--- src/rtl/decode_uop_sequencer_if.sv ---
// ----------------------------------------------------------------------------
// decode_uop_sequencer_if
// Groups the decode-stage-2 micro-op sequencer signals into one bundle.
//
// Parameters:
//   UADDR_W  - control-store address width
//   MAX_UOPS - maximum micro-ops per instruction (power of two, >= 2)
//   CNT_W    - micro-op index width, derived from MAX_UOPS (do not override)
//
// Signals (direction as seen by the sequencer, modport slave):
//   d2_v, d2_stall, decode_address, opcode_size  - from decode / pipeline
//   cs_uop_stall, cs_next_uaddr                  - from the control store
//   int_exist, repne_terminate                   - sequence abort requests
//   cs_addr, cs_op_size                          - to the control store
//   in_uop_seq, uop_stall_out, uop_index,
//   uop_first, uop_last, uop_overflow            - sequencer status
//
// Modports:
//   slave  - the sequencer itself
//   master - the environment (decode, control store, pipeline control)
// ----------------------------------------------------------------------------
interface decode_uop_sequencer_if #(
   parameter int UADDR_W  = 8,
   parameter int MAX_UOPS = 16,
   parameter int CNT_W    = $clog2(MAX_UOPS)
);
   logic               d2_v;
   logic               d2_stall;
   logic [UADDR_W-1:0] decode_address;
   logic               opcode_size;
   logic               cs_uop_stall;
   logic [UADDR_W-1:0] cs_next_uaddr;
   logic               int_exist;
   logic               repne_terminate;
   logic [UADDR_W-1:0] cs_addr;
   logic               cs_op_size;
   logic               in_uop_seq;
   logic               uop_stall_out;
   logic [CNT_W-1:0]   uop_index;
   logic               uop_first;
   logic               uop_last;
   logic               uop_overflow;

   modport slave (
      input  d2_v, d2_stall, decode_address, opcode_size,
             cs_uop_stall, cs_next_uaddr, int_exist, repne_terminate,
      output cs_addr, cs_op_size, in_uop_seq, uop_stall_out,
             uop_index, uop_first, uop_last, uop_overflow
   );

   modport master (
      output d2_v, d2_stall, decode_address, opcode_size,
             cs_uop_stall, cs_next_uaddr, int_exist, repne_terminate,
      input  cs_addr, cs_op_size, in_uop_seq, uop_stall_out,
             uop_index, uop_first, uop_last, uop_overflow
   );
endinterface

--- src/rtl/decode_uop_sequencer.sv ---
// ----------------------------------------------------------------------------
// decode_uop_sequencer
// Micro-op sequencer for decode stage 2. Each cycle it picks the control-store
// address: the decoder entry address for the first micro-op of an instruction,
// or the registered next-micro-address for the following ones. While more
// micro-ops are pending it stalls fetch/D1 so D2 keeps the instruction. An
// interrupt or a REPNE terminate-all aborts the sequence in the same cycle.
//
// Optional feature: define UOP_SEQ_LEN_GUARD_EN to force a runaway sequence to
// end at index MAX_UOPS-1 with a one-cycle uop_overflow pulse. Without it the
// index wraps modulo MAX_UOPS and uop_overflow is tied low.
//
// Ports:
//   clk   - clock, all state on the rising edge
//   reset - asynchronous, active-high reset
//   sq    - decode_uop_sequencer_if.slave bundle (see the interface file)
//
// Parameters UADDR_W / MAX_UOPS must match those of the connected interface.
// ----------------------------------------------------------------------------
module decode_uop_sequencer #(
   parameter int UADDR_W  = 8,
   parameter int MAX_UOPS = 16
) (
   input logic                   clk,
   input logic                   reset,
   decode_uop_sequencer_if.slave sq
);
   localparam int CNT_W = $clog2(MAX_UOPS);

   typedef enum logic [0:0] {
      ST_IDLE = 1'b0,
      ST_SEQ  = 1'b1
   } state_t;

   state_t             state_r;
   state_t             state_nxt_s;
   logic [UADDR_W-1:0] next_uaddr_r;
   logic [UADDR_W-1:0] next_uaddr_nxt_s;
   logic [CNT_W-1:0]   uop_index_r;
   logic [CNT_W-1:0]   uop_index_nxt_s;

   logic               abort_s;
   logic               guard_s;
   logic               more_s;
   logic               overflow_s;
   logic [UADDR_W-1:0] cs_addr_s;
   logic               cs_op_size_s;

   // Sequence-control terms: abort beats the length guard because guard only
   // matters when more would otherwise be asserted.
   always_comb begin
      abort_s = sq.int_exist | sq.repne_terminate;
`ifdef UOP_SEQ_LEN_GUARD_EN
      guard_s    = (uop_index_r == CNT_W'(MAX_UOPS - 1));
      overflow_s = sq.d2_v & sq.cs_uop_stall & ~abort_s & guard_s & ~sq.d2_stall;
`else
      guard_s    = 1'b0;
      overflow_s = 1'b0;
`endif
      more_s = sq.d2_v & sq.cs_uop_stall & ~abort_s & ~guard_s;
   end

   // Next-state logic: d2_stall freezes everything, even an abort.
   always_comb begin
      state_nxt_s      = state_r;
      next_uaddr_nxt_s = next_uaddr_r;
      uop_index_nxt_s  = uop_index_r;
      if (!sq.d2_stall) begin
         if (more_s) begin
            // Next address is taken verbatim; wrap handling lives in the store.
            state_nxt_s      = ST_SEQ;
            next_uaddr_nxt_s = sq.cs_next_uaddr;
            uop_index_nxt_s  = uop_index_r + CNT_W'(1'b1);
         end else begin
            state_nxt_s      = ST_IDLE;
            next_uaddr_nxt_s = next_uaddr_r;
            uop_index_nxt_s  = {CNT_W{1'b0}};
         end
      end else begin
         state_nxt_s      = state_r;
         next_uaddr_nxt_s = next_uaddr_r;
         uop_index_nxt_s  = uop_index_r;
      end
   end

   // Sequencer state registers.
   always_ff @(posedge clk or posedge reset) begin
      if (reset) begin
         state_r      <= ST_IDLE;
         next_uaddr_r <= {UADDR_W{1'b0}};
         uop_index_r  <= {CNT_W{1'b0}};
      end else begin
         state_r      <= state_nxt_s;
         next_uaddr_r <= next_uaddr_nxt_s;
         uop_index_r  <= uop_index_nxt_s;
      end
   end

   // Control-store address mux: entry address in IDLE, registered link in SEQ.
   always_comb begin
      cs_addr_s    = sq.decode_address;
      cs_op_size_s = sq.opcode_size;
      case (state_r)
         ST_IDLE: begin
            cs_addr_s    = sq.decode_address;
            cs_op_size_s = sq.opcode_size;
         end
         ST_SEQ: begin
            cs_addr_s    = next_uaddr_r;
            cs_op_size_s = 1'b0;
         end
         default: begin
            cs_addr_s    = sq.decode_address;
            cs_op_size_s = sq.opcode_size;
         end
      endcase
   end

   assign sq.cs_addr       = cs_addr_s;
   assign sq.cs_op_size    = cs_op_size_s;
   assign sq.in_uop_seq    = (state_r == ST_SEQ);
   assign sq.uop_stall_out = more_s;
   assign sq.uop_index     = uop_index_r;
   assign sq.uop_first     = sq.d2_v & (state_r == ST_IDLE);
   assign sq.uop_last      = sq.d2_v & ~more_s;
   assign sq.uop_overflow  = overflow_s;

endmodule

--- src/flat_wrapper.sv ---
// flat-port wrapper written by rule: the top's interface ports become plain ports
module decode_uop_sequencer_flat 
#(
   parameter int UADDR_W  = 8,
   parameter int MAX_UOPS = 16
)
  (clk, reset, sq_d2_v, sq_d2_stall, sq_decode_address, sq_opcode_size, sq_cs_uop_stall, sq_cs_next_uaddr, sq_int_exist, sq_repne_terminate, sq_cs_addr, sq_cs_op_size, sq_in_uop_seq, sq_uop_stall_out, sq_uop_index, sq_uop_first, sq_uop_last, sq_uop_overflow);
  decode_uop_sequencer_if #(.UADDR_W(UADDR_W), .MAX_UOPS(MAX_UOPS)) sq_i ();
  input logic clk;
  input logic reset;
  input wire logic [$bits(sq_i.d2_v)-1:0] sq_d2_v;
  input wire logic [$bits(sq_i.d2_stall)-1:0] sq_d2_stall;
  input wire logic [$bits(sq_i.decode_address)-1:0] sq_decode_address;
  input wire logic [$bits(sq_i.opcode_size)-1:0] sq_opcode_size;
  input wire logic [$bits(sq_i.cs_uop_stall)-1:0] sq_cs_uop_stall;
  input wire logic [$bits(sq_i.cs_next_uaddr)-1:0] sq_cs_next_uaddr;
  input wire logic [$bits(sq_i.int_exist)-1:0] sq_int_exist;
  input wire logic [$bits(sq_i.repne_terminate)-1:0] sq_repne_terminate;
  output wire logic [$bits(sq_i.cs_addr)-1:0] sq_cs_addr;
  output wire logic [$bits(sq_i.cs_op_size)-1:0] sq_cs_op_size;
  output wire logic [$bits(sq_i.in_uop_seq)-1:0] sq_in_uop_seq;
  output wire logic [$bits(sq_i.uop_stall_out)-1:0] sq_uop_stall_out;
  output wire logic [$bits(sq_i.uop_index)-1:0] sq_uop_index;
  output wire logic [$bits(sq_i.uop_first)-1:0] sq_uop_first;
  output wire logic [$bits(sq_i.uop_last)-1:0] sq_uop_last;
  output wire logic [$bits(sq_i.uop_overflow)-1:0] sq_uop_overflow;
  assign sq_i.d2_v = sq_d2_v;
  assign sq_i.d2_stall = sq_d2_stall;
  assign sq_i.decode_address = sq_decode_address;
  assign sq_i.opcode_size = sq_opcode_size;
  assign sq_i.cs_uop_stall = sq_cs_uop_stall;
  assign sq_i.cs_next_uaddr = sq_cs_next_uaddr;
  assign sq_i.int_exist = sq_int_exist;
  assign sq_i.repne_terminate = sq_repne_terminate;
  assign sq_cs_addr = sq_i.cs_addr;
  assign sq_cs_op_size = sq_i.cs_op_size;
  assign sq_in_uop_seq = sq_i.in_uop_seq;
  assign sq_uop_stall_out = sq_i.uop_stall_out;
  assign sq_uop_index = sq_i.uop_index;
  assign sq_uop_first = sq_i.uop_first;
  assign sq_uop_last = sq_i.uop_last;
  assign sq_uop_overflow = sq_i.uop_overflow;
  decode_uop_sequencer #(.UADDR_W(UADDR_W), .MAX_UOPS(MAX_UOPS)) u_core (.clk(clk), .reset(reset), .sq(sq_i));
endmodule
--- config.mk ---
export PLATFORM = sky130hd
export DESIGN_NAME = decode_uop_sequencer_flat
export DESIGN_NICKNAME = d
export VERILOG_FILES = /design/src/rtl/decode_uop_sequencer_if.sv /design/src/rtl/decode_uop_sequencer.sv /design/src/flat_wrapper.sv
export SDC_FILE = /design/constraint.sdc
export NUM_CORES = 1
export LEC_CHECK = 0
export ABC_AREA = 0
export CORE_AREA = 5 5 49 51
export CTS_BUF_LIST = sky130_fd_sc_hd__clkbuf_8 sky130_fd_sc_hd__clkbuf_16
export DETAILED_ROUTE_END_ITERATION = 16
export DIE_AREA = 0 0 54 56
export GPL_TIMING_DRIVEN = 0
export PLACE_DENSITY = 0.81
export SKIP_LAST_GASP = 1
export SYNTH_ARGS = -nofsm -noshare
export SYNTH_HDL_FRONTEND = slang
export SYNTH_SLANG_ARGS = --single-unit
--- constraint.sdc ---
create_clock -name clk -period 2.3 [get_ports clk]
set_clock_uncertainty 0.05 [all_clocks]
set_input_delay 0.46 -clock clk [delete_from_list [all_inputs] [get_ports clk]]
set_output_delay 0.46 -clock clk [all_outputs]
set_load 0.01 [all_outputs]
Yosys cells after proc, flatten, opt, wreduce, memory -nomap -nowiden
Cells that the tools add are included.

operators by class
  equal/unequal tests = 0
  reductions and logical operators = 1
  order comparisons = 0
  muxes and demuxes = 4
  divide/modulo/power cells = 0
  multiply operators = 0
  $add $sub $neg = 1
  bitwise gates (word level) = 9
  shifts and indexed selects = 0

operators with widths
  kind                 number
  $pmux 8 s2           1
  $add 4x1->4 const B  1
  $and 1x1->1          4
  $mux 4               1
  $not 1->1            4
  $pmux 1 s2           1
  $reduce_and 2->1     1
  $mux 1               1
  $or 1x1->1           1

word-level totals
  memories kept = 0
  memory bits (read-only) = 0
  input port bits = 24
  register bits = 13
  RAM bits = 0
  latch bits = 0
  output and inout bits = 18

Depth between registers and ports, before layout
Gate-level depths: netlist of run 1.

  depth in word-level cells = 5
  mapped depth = 5
  mapped depth without buffers = 3

Worst setup path after synthesis of run 1
Ideal clock, no wire load.

  path type = input to register
  start = input port sq_repne_terminate
  end = register u_core.next_uaddr_r[0]
  library setup time = 0.125 ns
  cell stages on the path = 5
  path buffers = 2
  slack = 0.637 ns
  arrival time = 1.488 ns
  cells stage by stage = nor4bb_1 > buf_4 > nor2b_4 > buf_12 > mux2_4

between the ends
  longest elaborated chain between the ends = 4

RTL lines
  what                        RTL line                    RTL
  from (decl)                 flat_wrapper.sv:18          input wire logic [$bits(sq_i.repne_terminate)-1:0] sq_repne_terminate;
  $or 1x1->1                  decode_uop_sequencer.sv:52  abort_s = sq.int_exist | sq.repne_terminate;
  $not 1->1                   decode_uop_sequencer.sv:60  more_s = sq.d2_v & sq.cs_uop_stall & ~abort_s & ~guard_s;
  $and 1x1->1                 decode_uop_sequencer.sv:60
  net sq_uop_stall_out        flat_wrapper.sv:22          output wire logic [$bits(sq_i.uop_stall_out)-1:0] sq_uop_stall_out;
  $reduce_and 2->1 (no line)  --
  to (signal assigned)        decode_uop_sequencer.sv:90  next_uaddr_r <= {UADDR_W{1'b0}};
  to (signal assigned)        decode_uop_sequencer.sv:94  next_uaddr_r <= next_uaddr_nxt_s;
  to (decl)                   decode_uop_sequencer.sv:37  logic [UADDR_W-1:0] next_uaddr_r;

The timed path passes the listed nets, and every way through them passes these cells.
A chain may end at the register's enable or synchronous reset.

Worst setup path in the final report of run 1
  start = input port sq_cs_uop_stall
  end = output port sq_uop_last

between the ends
  longest elaborated chain between the ends = 4

RTL lines
  what                      RTL line                     RTL
  from (decl)               flat_wrapper.sv:15           input wire logic [$bits(sq_i.cs_uop_stall)-1:0] sq_cs_uop_stall;
  $and 1x1->1 (2 in a row)  decode_uop_sequencer.sv:60
  $not 1->1                 decode_uop_sequencer.sv:125  assign sq.uop_last = sq.d2_v & ~more_s;
  $and 1x1->1               decode_uop_sequencer.sv:125
  to (decl)                 flat_wrapper.sv:25           output wire logic [$bits(sq_i.uop_last)-1:0] sq_uop_last;

Every way passes these cells.

==> results of run 1 <==
critical path, cell delays in order:
cell	delay [ps]
sky130_fd_sc_hd__clkdlybuf4s50_1	470
sky130_fd_sc_hd__nor4bb_4	190
sky130_fd_sc_hd__buf_4	150
sky130_fd_sc_hd__and2b_2	210
sky130_fd_sc_hd__clkdlybuf4s15_1	230
power groups by stage:
stage | logic, W | clock network, W | registers [W]
global route | 0.000176 | 0.000206 | 0.000287
floorplan | 0.0000839 | 0 | 0.000279
finish | 0.000164 | 0.000196 | 0.000283
detailed placement | 0.000162 | 0 | 0.000287
global placement | 0.000157 | 0 | 0.000283
CTS | 0.000166 | 0.000199 | 0.000284
synth_stat cells:
| cell | number |
|---|---|
| sky130_fd_sc_hd__buf_4 | 2 |
| sky130_fd_sc_hd__a22o_1 | 1 |
| sky130_fd_sc_hd__and2b_2 | 1 |
| sky130_fd_sc_hd__nand3b_1 | 1 |
| sky130_fd_sc_hd__nand2_1 | 3 |
| sky130_fd_sc_hd__mux2_4 | 7 |
| sky130_fd_sc_hd__nor2_1 | 2 |
| sky130_fd_sc_hd__a21o_2 | 2 |
| sky130_fd_sc_hd__ha_1 | 1 |
| sky130_fd_sc_hd__mux2_2 | 10 |
| sky130_fd_sc_hd__nor4bb_1 | 1 |
| sky130_fd_sc_hd__nor2b_4 | 1 |
| sky130_fd_sc_hd__nand3_1 | 3 |
| sky130_fd_sc_hd__nor2b_1 | 2 |
| sky130_fd_sc_hd__inv_1 | 1 |
| sky130_fd_sc_hd__o21ai_0 | 1 |
| sky130_fd_sc_hd__buf_12 | 1 |
| sky130_fd_sc_hd__dfrtp_1 | 13 |
| sky130_fd_sc_hd__clkbuf_1 | 1 |
| sky130_fd_sc_hd__conb_1 | 1 |
path summary, 6_finish.rpt:
path / end / startpoint
hold reg to reg: u_core.next_uaddr_r[5] / u_core.next_uaddr_r[5]
hold / removal: u_core.next_uaddr_r[5] / u_core.next_uaddr_r[5]
max in group asynchronous: u_core.sq.in_uop_seq / reset
setup / recovery: sq_uop_last / sq_cs_uop_stall
min in group asynchronous: u_core.next_uaddr_r[3] / reset
setup reg to reg: u_core.sq.uop_index[3] / u_core.sq.uop_index[2]
cell families (layout without fill, tap and decap cells):
kind of cell | after synthesis | after routing | share of synthesized area, %
fa+ha+maj | 1 | 1 | 1.74
compound gates | 4 | 4 | 4.35
simple gates | 14 | 14 | 12.0
buf+inv | 5 | 51 | 5.91
flops | 13 | 13 | 45.2
other cells | 1 | 1 | 0.521
mux | 17 | 17 | 30.3
metrics by stage:
step | worst slack [ps] | total power, W | utilization (%) | TNS [ps]
after floorplan | 637 | 0.000363 | - | 0
after global placement | -241 | 0.000440 | 60.7 | -342
after detailed placement | -330 | 0.000449 | 60.7 | -497
after CTS | -59.9 | 0.000648 | 64.5 | -59.9
after global routing | 15.1 | 0.000669 | 65.1 | 0
final | 90.1 | 0.000643 | 65.1 | 0
registers in the layout, summed over array words and instances (netlist names):
name / count
u_core.next_uaddr_r: 8
u_core.sq.uop_index: 4
u_core.sq.in_uop_seq: 1
area by class of cell:
cell class | instances | area (um^2) | area share (%)
inverters | 1 | 3.75 | 0.303
repair buffers | 42 | 422 | 34.0
clock buffers | 3 | 41.3 | 3.33
clock inverters | 1 | 3.75 | 0.303
well taps | 27 | 33.8 | 2.73
multi-input cells | 37 | 367 | 29.6
flip-flops and latches | 13 | 325 | 26.3
plain buffers | 4 | 42.5 | 3.43
cell usage in the layout (no fill, tap or decap), types with 2 or more instances in the layout:
| cell type | count |
|---|---|
| sky130_fd_sc_hd__clkdlybuf4s50_1 | 35 |
| sky130_fd_sc_hd__dfrtp_1 | 13 |
| sky130_fd_sc_hd__mux2_2 | 10 |
| sky130_fd_sc_hd__mux2_4 | 7 |
| sky130_fd_sc_hd__buf_4 | 4 |
| sky130_fd_sc_hd__nand2_1 | 3 |
| sky130_fd_sc_hd__nand3_1 | 3 |
| sky130_fd_sc_hd__clkbuf_8 | 3 |
| sky130_fd_sc_hd__dlymetal6s2s_1 | 3 |
| sky130_fd_sc_hd__nor2_1 | 2 |
| sky130_fd_sc_hd__nor2b_1 | 2 |
| sky130_fd_sc_hd__inv_1 | 2 |
| sky130_fd_sc_hd__a21o_2 | 2 |
routing by layer:
| metal | vias up | share of wire (%) | track usage [%] | wire length [um] |
|---|---|---|---|---|
| met5 | - | 0 | 0 | 0 |
| met4 | 0 | 1.5 | 6.41 | 29 |
| met3 | 4 | 6.4 | 2.41 | 126 |
| met2 | 25 | 56 | 25.4 | 1110 |
| met1 | 290 | 36 | 14.5 | 709 |
| li1 | 283 | - | - | - |
what timing repair did:
item                                    in CTS  in global routing
setup buffers                                2                  0
pin swaps                                    0                  1
endpoints found under the setup margin       9                  7
hold endpoints to repair                     0                  0
resized for setup                            5                  6
gates cloned                                 0                  0
==> Implementation_results.wiki, run 1 <==
{| class="wikitable"
! Metric !! Value
|-
| Syn Inst Count || 55
|-
| Minimum setup slack among reg-to-reg paths || 1180 ps
|-
| Flip-flop and latch count after synthesis || 13
|-
| Number of antenna violations at the first check in global routing || 0
|-
| Fill count || 162
|-
| Worst setup SP type || primary input
|-
| H-Tree Level Count || 1
|-
| Post-detail-place hpwl || 1540 um
|-
| Max Slew Vio Count || 0
|-
| Maximum operating frequency || 453 MHz
|-
| Part of the power in the clock network || 30.4%
|-
| Std-Cell Rows || 16
|-
| Net count reported at finish || 127
|-
| Total number of clock tree sinks || 13
|-
| Status || completed
|-
| Later-pin clock latency in the skew report || 240 ps
|-
| Antenna Diode Count || 0
|-
| Max Cap Viol || 0
|-
| Final-layout worst hold slack || 453 ps
|-
| Endpoint arrival time on the critical path || 1700 ps
|-
| Shortest period the worst path allows || 2210 ps
|-
| Vias || 602
|-
| Number of nets in the synthesized netlist || 80
|-
| Final weighted congestion in routability-driven placement || 0.703
|-
| Pleak || 0.577 nW
|-
| ANT nets after route || 0
|-
| Initial DRT Pass Iterations || 2
|-
| Portion of the post-synthesis area used by sequential elements || 45.2%
|-
| Worst ir drop on vdd || 306 uV
|-
| Die Area || 3020 um^2
|-
| R2R cell count || 3
|-
| RSZ-0062 raised after global routing || no
|-
| Layout cell share with drive strength beyond 1 || 30.7%
|-
| Horizontal die dimension || 54 um
|-
| Final-report setup violation count || 0
|-
| Top cells by area in the synthesized netlist || sky130_fd_sc_hd__dfrtp_1 (45%), sky130_fd_sc_hd__mux2_2 (16%), sky130_fd_sc_hd__mux2_4 (15%), sky130_fd_sc_hd__buf_12 (2.8%), sky130_fd_sc_hd__a21o_2 (2.4%)
|-
| Global-route usage over all layers || 13.9%
|-
| Switching power total || 0.000144 W
|-
| Type of the tightest min-delay check || register to register
|-
| CTS clock-pin slew for the worst setup and hold paths || 50 ps
|-
| Fin area || 1240 um^2
|-
| Critical Setup Path Class || primary input to output port
|-
| Overall overflow remaining after global route || 0
|-
| Area of the core || 1900 um^2
|-
| Switching Fraction || 22.4%
|-
| Largest buffer count on any clock path || 2
|-
| Die Height || 56 um
|-
| Growth of design area from synthesis to finish || 72.2%
|-
| Average cell area after synthesis || 13.1 um^2
|-
| CTS tree || built
|-
| Cell area after placement || 1150 um^2
|-
| Endpoint class of the critical path || output port
|-
| Maximum fanout along the worst path || 2
|-
| First-pass GRT wire length || 3090 um
|-
| Number of I/O pins || 42
|-
| Post-placement cell count || 122
|-
| Int Pwr || 0.000499 W
|-
| Register share of total power || 44.1%
|-
| Final number of hold-violating endpoints || 0
|-
| Cts bufs inserted || 3
|-
| Period utilization || 96.1%
|-
| Syn. warnings || 0
|-
| Power density cells || 519 nW/um^2
|-
| Min-Delay Path Depth || 1
|-
| Cell type contributing the most total cell area after synthesis || sky130_fd_sc_hd__dfrtp_1
|-
| Combinational fraction of design power || 25.5%
|-
| DRT iter0 DRCs || 6
|-
| Hold buffer count at CTS || 0
|-
| Starting Density || 37.8%
|-
| Buffer type at the clock tree root || sky130_fd_sc_hd__clkbuf_8
|-
| Per-cell via count in the routed design || 4.70
|-
| Number of library cell types mapped by synthesis || 20
|-
| DRC Markers || 0
|-
| Final standard cell count with taps included and fillers excluded || 128
|-
| IO Port Bufs || 40
|-
| Data required, critical path || 1790 ps
|-
| Maximum number of pins on one net before global-route repair || 14
|-
| Post-synthesis instance area || 719 um^2
|-
| Area share of the largest cell type after synthesis || 45.2%
|-
| Wire length reported by the detailed router || 1970 um
|-
| Via count of the first global-routing pass || 663
|-
| Final routed wire length divided by cell count || 15.4 um
|}
No activity file was read; power rests on OpenSTA's default activity.
==> inputs of run 2 (changes only) <==
--- a/config.mk
+++ b/config.mk
@@ -6,12 +6,12 @@
 export NUM_CORES = 1
 export LEC_CHECK = 0
 export ABC_AREA = 0
-export CORE_AREA = 5 5 49 51
+export CORE_AREA = 5 5 51 53
 export CTS_BUF_LIST = sky130_fd_sc_hd__clkbuf_8 sky130_fd_sc_hd__clkbuf_16
 export DETAILED_ROUTE_END_ITERATION = 16
-export DIE_AREA = 0 0 54 56
+export DIE_AREA = 0 0 56 58
 export GPL_TIMING_DRIVEN = 0
-export PLACE_DENSITY = 0.81
+export PLACE_DENSITY = 0.75
 export SKIP_LAST_GASP = 1
 export SYNTH_ARGS = -nofsm -noshare
 export SYNTH_HDL_FRONTEND = slang
==> constraint.sdc (replaced) <==
create_clock -name clk -period 2.5 [get_ports clk]
set_clock_uncertainty 0.05 [all_clocks]
set_input_delay 0.5 -clock clk [delete_from_list [all_inputs] [get_ports clk]]
set_output_delay 0.5 -clock clk [all_outputs]
set_load 0.01 [all_outputs]
==> run 2 against run 1 <==
  * Hold slack better by 9.6 ps
  * Count of clock-buffer cells in the layout stayed put
  * Register-to-register slack better by 170 ps
  * Critical path depth stayed put
  * Sequential power is 8.1% lower
  * Flip-flop and latch count stayed put
  * Combinational power is 9.8% lower
  * Design area is 1.8% lower
  * Global-route usage is 2.0 points lower
  * Power is 7.7% lower
  * First-iteration DRC count is 120% higher
  * Largest power group unchanged
  * Highest routed layer unchanged
==> Implementation_results.wiki, run 2 (synthesis results as in run 1) <==
{| class="wikitable"
! Metric !! Value
|-
| Status || completed
|-
| Switching power total || 0.000135 W (-6.0%)
|-
| R2R cell count || 3 (unchanged)
|-
| Pleak || 0.550 nW (-4.8%)
|-
| Fin area || 1220 um^2 (-1.8%)
|-
| Final routed wire length divided by cell count || 14.2 um (-7.8%)
|-
| Largest buffer count on any clock path || 2 (unchanged)
|-
| Power density cells || 488 nW/um^2 (-6.0%)
|-
| Buffer type at the clock tree root || sky130_fd_sc_hd__clkbuf_8
|-
| Final-report setup violation count || 0 (unchanged)
|-
| Remaining max-slew budget at the tightest pin || 66.7%
|-
| Fill count || 170 (+4.9%)
|-
| Cts bufs inserted || 3 (unchanged)
|-
| Core utilization of the finished layout || 57.8% (-7.4 points)
|-
| End of the worst register-to-register path || u_core.sq.uop_index[3]
|-
| Area occupied by multi-input gates || 358 um^2 (-2.4%)
|-
| Post-detail-place hpwl || 1440 um (-6.2%)
|-
| Flip-flop count of the largest register after layout || 8 (unchanged)
|-
| DRC Markers || 0 (unchanged)
|-
| Area of the core || 2110 um^2 (+11%)
|-
| Maximum operating frequency || 418 MHz
|-
| Net count reported at finish || 126 (-0.79%)
|-
| Per-cell via count in the routed design || 4.63 (-1.7%)
|-
| Total number of clock tree sinks || 13 (unchanged)
|-
| Horizontal die dimension || 56 um (+3.7%)
|-
| Data required, critical path || 1950 ps (+160 ps)
|-
| Starting Density || 34.2% (-3.7 points)
|-
| Max Cap Viol || 0 (unchanged)
|-
| Minimum setup slack among reg-to-reg paths || 1350 ps (+170 ps)
|-
| Die Area || 3250 um^2 (+7.4%)
|-
| Register share of total power || 43.8% (-0.3 points)
|-
| Critical Setup Path Class || primary input to output port
|-
| Commonest cells after routing, fill and taps aside || sky130_fd_sc_hd__clkdlybuf4s50_1 (38), sky130_fd_sc_hd__dfrtp_1 (13), sky130_fd_sc_hd__mux2_2 (10), sky130_fd_sc_hd__mux2_4 (7)
|-
| Hold buffer count at CTS || 0 (unchanged)
|-
| Layout cell share with drive strength beyond 1 || 30.0% (-0.69 points)
|-
| Pre-CTS setup slack || -135 ps (+195 ps)
|-
| Initial DRT Pass Iterations || 4 (+2)
|-
| Slew @ Worst Pin || 499 ps
|-
| Part of the power in the clock network || 31.3% (+0.9 points)
|-
| Shortest period the worst path allows || 2390 ps
|-
| CTS clock-pin slew for the worst setup and hold paths || 50 ps (about the same)
|-
| Number of antenna violations at the first check in global routing || 0 (unchanged)
|-
| Maximum number of pins on one net before global-route repair || 14 (unchanged)
|-
| Std-Cell Rows || 17 (+1)
|-
| Switching Fraction || 22.8% (+0.42 points)
|-
| Cell area after placement || 1150 um^2 (+0.11%)
|-
| Capture endpoint of the worst hold path || u_core.next_uaddr_r[0]
|-
| Type of the tightest min-delay check || register to register
|-
| Final weighted congestion in routability-driven placement || 0.716 (+1.8%)
|-
| Later-pin clock latency in the skew report || 240 ps (about the same)
|-
| Antenna Diode Count || 0 (unchanged)
|-
| Via count of the first global-routing pass || 688 (+3.8%)
|-
| CTS tree || built
|-
| Worst r2r src || u_core.sq.uop_index[2]
|-
| RSZ-0062 raised after global routing || no
|-
| Number of I/O pins || 42 (unchanged)
|-
| Growth of design area from synthesis to finish || 69.0%
|-
| Min-Delay Path Depth || 1 (unchanged)
|-
| First-pass GRT wire length || 2990 um (-3.4%)
|-
| Wire length reported by the detailed router || 1820 um (-7.8%)
|-
| Endpoint arrival time on the critical path || 1840 ps (+140 ps)
|-
| H-Tree Level Count || 1 (unchanged)
|-
| Overall overflow remaining after global route || 0 (unchanged)
|-
| IO Port Bufs || 40 (unchanged)
|-
| Worst ir drop on vdd || 441 uV (+44%)
|-
| Combinational fraction of design power || 24.9% (-0.6 points)
|-
| Endpoint class of the critical path || output port
|-
| Sequential cell area || 325 um^2 (unchanged)
|-
| Most flop-heavy register || u_core.next_uaddr_r
|-
| Int Pwr || 0.000458 W (-8.2%)
|-
| ANT nets after route || 0 (unchanged)
|-
| DRT iter0 DRCs || 13 (+7)
|-
| Final number of hold-violating endpoints || 0 (unchanged)
|-
| Period utilization || 95.7%
|-
| Worst setup SP type || primary input
|-
| Max Slew Vio Count || 0 (unchanged)
|-
| Final Worst Setup Slack || 106 ps (+16.3 ps)
|-
| Worst hold path startpoint || u_core.next_uaddr_r[0]
|-
| Vias || 592 (-1.7%)
|-
| Global-route usage over all layers || 11.9% (-2.0 points)
|-
| Leading cell type in the layout, fill and taps excluded || sky130_fd_sc_hd__clkdlybuf4s50_1
|-
| Maximum fanout along the worst path || 3 (+1)
|-
| Die Height || 58 um (+3.6%)
|}
==> run 2: how the worst max path moves through the flow <==
stage,depth (start not counted),end,startpoint
floorplan,3,sq_uop_last,sq_repne_terminate
global placement,5,sq_uop_last,sq_cs_uop_stall
detailed placement,5,sq_uop_last,sq_cs_uop_stall
CTS,4,sq_uop_stall_out,sq_cs_uop_stall
global route,5,sq_uop_last,sq_cs_uop_stall
finish,5,sq_uop_last,sq_cs_uop_stall
==> run 2: final cells by class <==
cell class | count | share of cell area (%)
Tap cell | 28 | 2.88
Multi-Input combinational cell | 37 | 29.4
Timing Repair Buffer | 41 | 33.6
Clock inverter | 1 | 0.309
Buffer | 4 | 3.29
Inverter | 1 | 0.309
Sequential cell | 13 | 26.7
Clock buffer | 3 | 3.40
==> run 2: timing repair <==
action	in CTS	in global routing
buffers inserted	1	0
resized for setup	3	1
endpoints found under the setup margin	8	1
==> run 2: layer usage <==
layer | global-route usage (%) | routed length (um)
met1 | 12.5 | 735
met2 | 21.2 | 924
met3 | 3.34 | 125
met4 | 7.12 | 32
met5 | 0 | 0
==> run 2: through the flow <==
| step | TNS, ps | hold slack [ps] | std cells | power [W] |
|---|---|---|---|---|
| finish | 0 | 463 | 128 | 0.000593 |
| global route | 0 | 481 | 128 | 0.000622 |
| CTS | 0 | 464 | 128 | 0.000603 |
| detailed placement | -135 | 445 | 123 | 0.000411 |
| global placement | -121 | 436 | 123 | 0.000405 |
| floorplan | 0 | 327 | 55 | 0.000334 |
==> run 2: power by group through the flow <==
stage	logic (W)	clock network, W	registers [W]
floorplan	0.0000772	0	0.000257
global placement	0.000145	0	0.000261
detailed placement	0.000149	0	0.000263
CTS	0.000150	0.000193	0.000260
global route	0.000159	0.000200	0.000264
finish	0.000148	0.000185	0.000260
==> run 2: critical path, cell delays in order <==
cell and delay, ps:
sky130_fd_sc_hd__clkdlybuf4s50_1 460, sky130_fd_sc_hd__nor4bb_2 260, sky130_fd_sc_hd__buf_4 150, sky130_fd_sc_hd__and2b_2 190
sky130_fd_sc_hd__dlygate4sd2_1 270
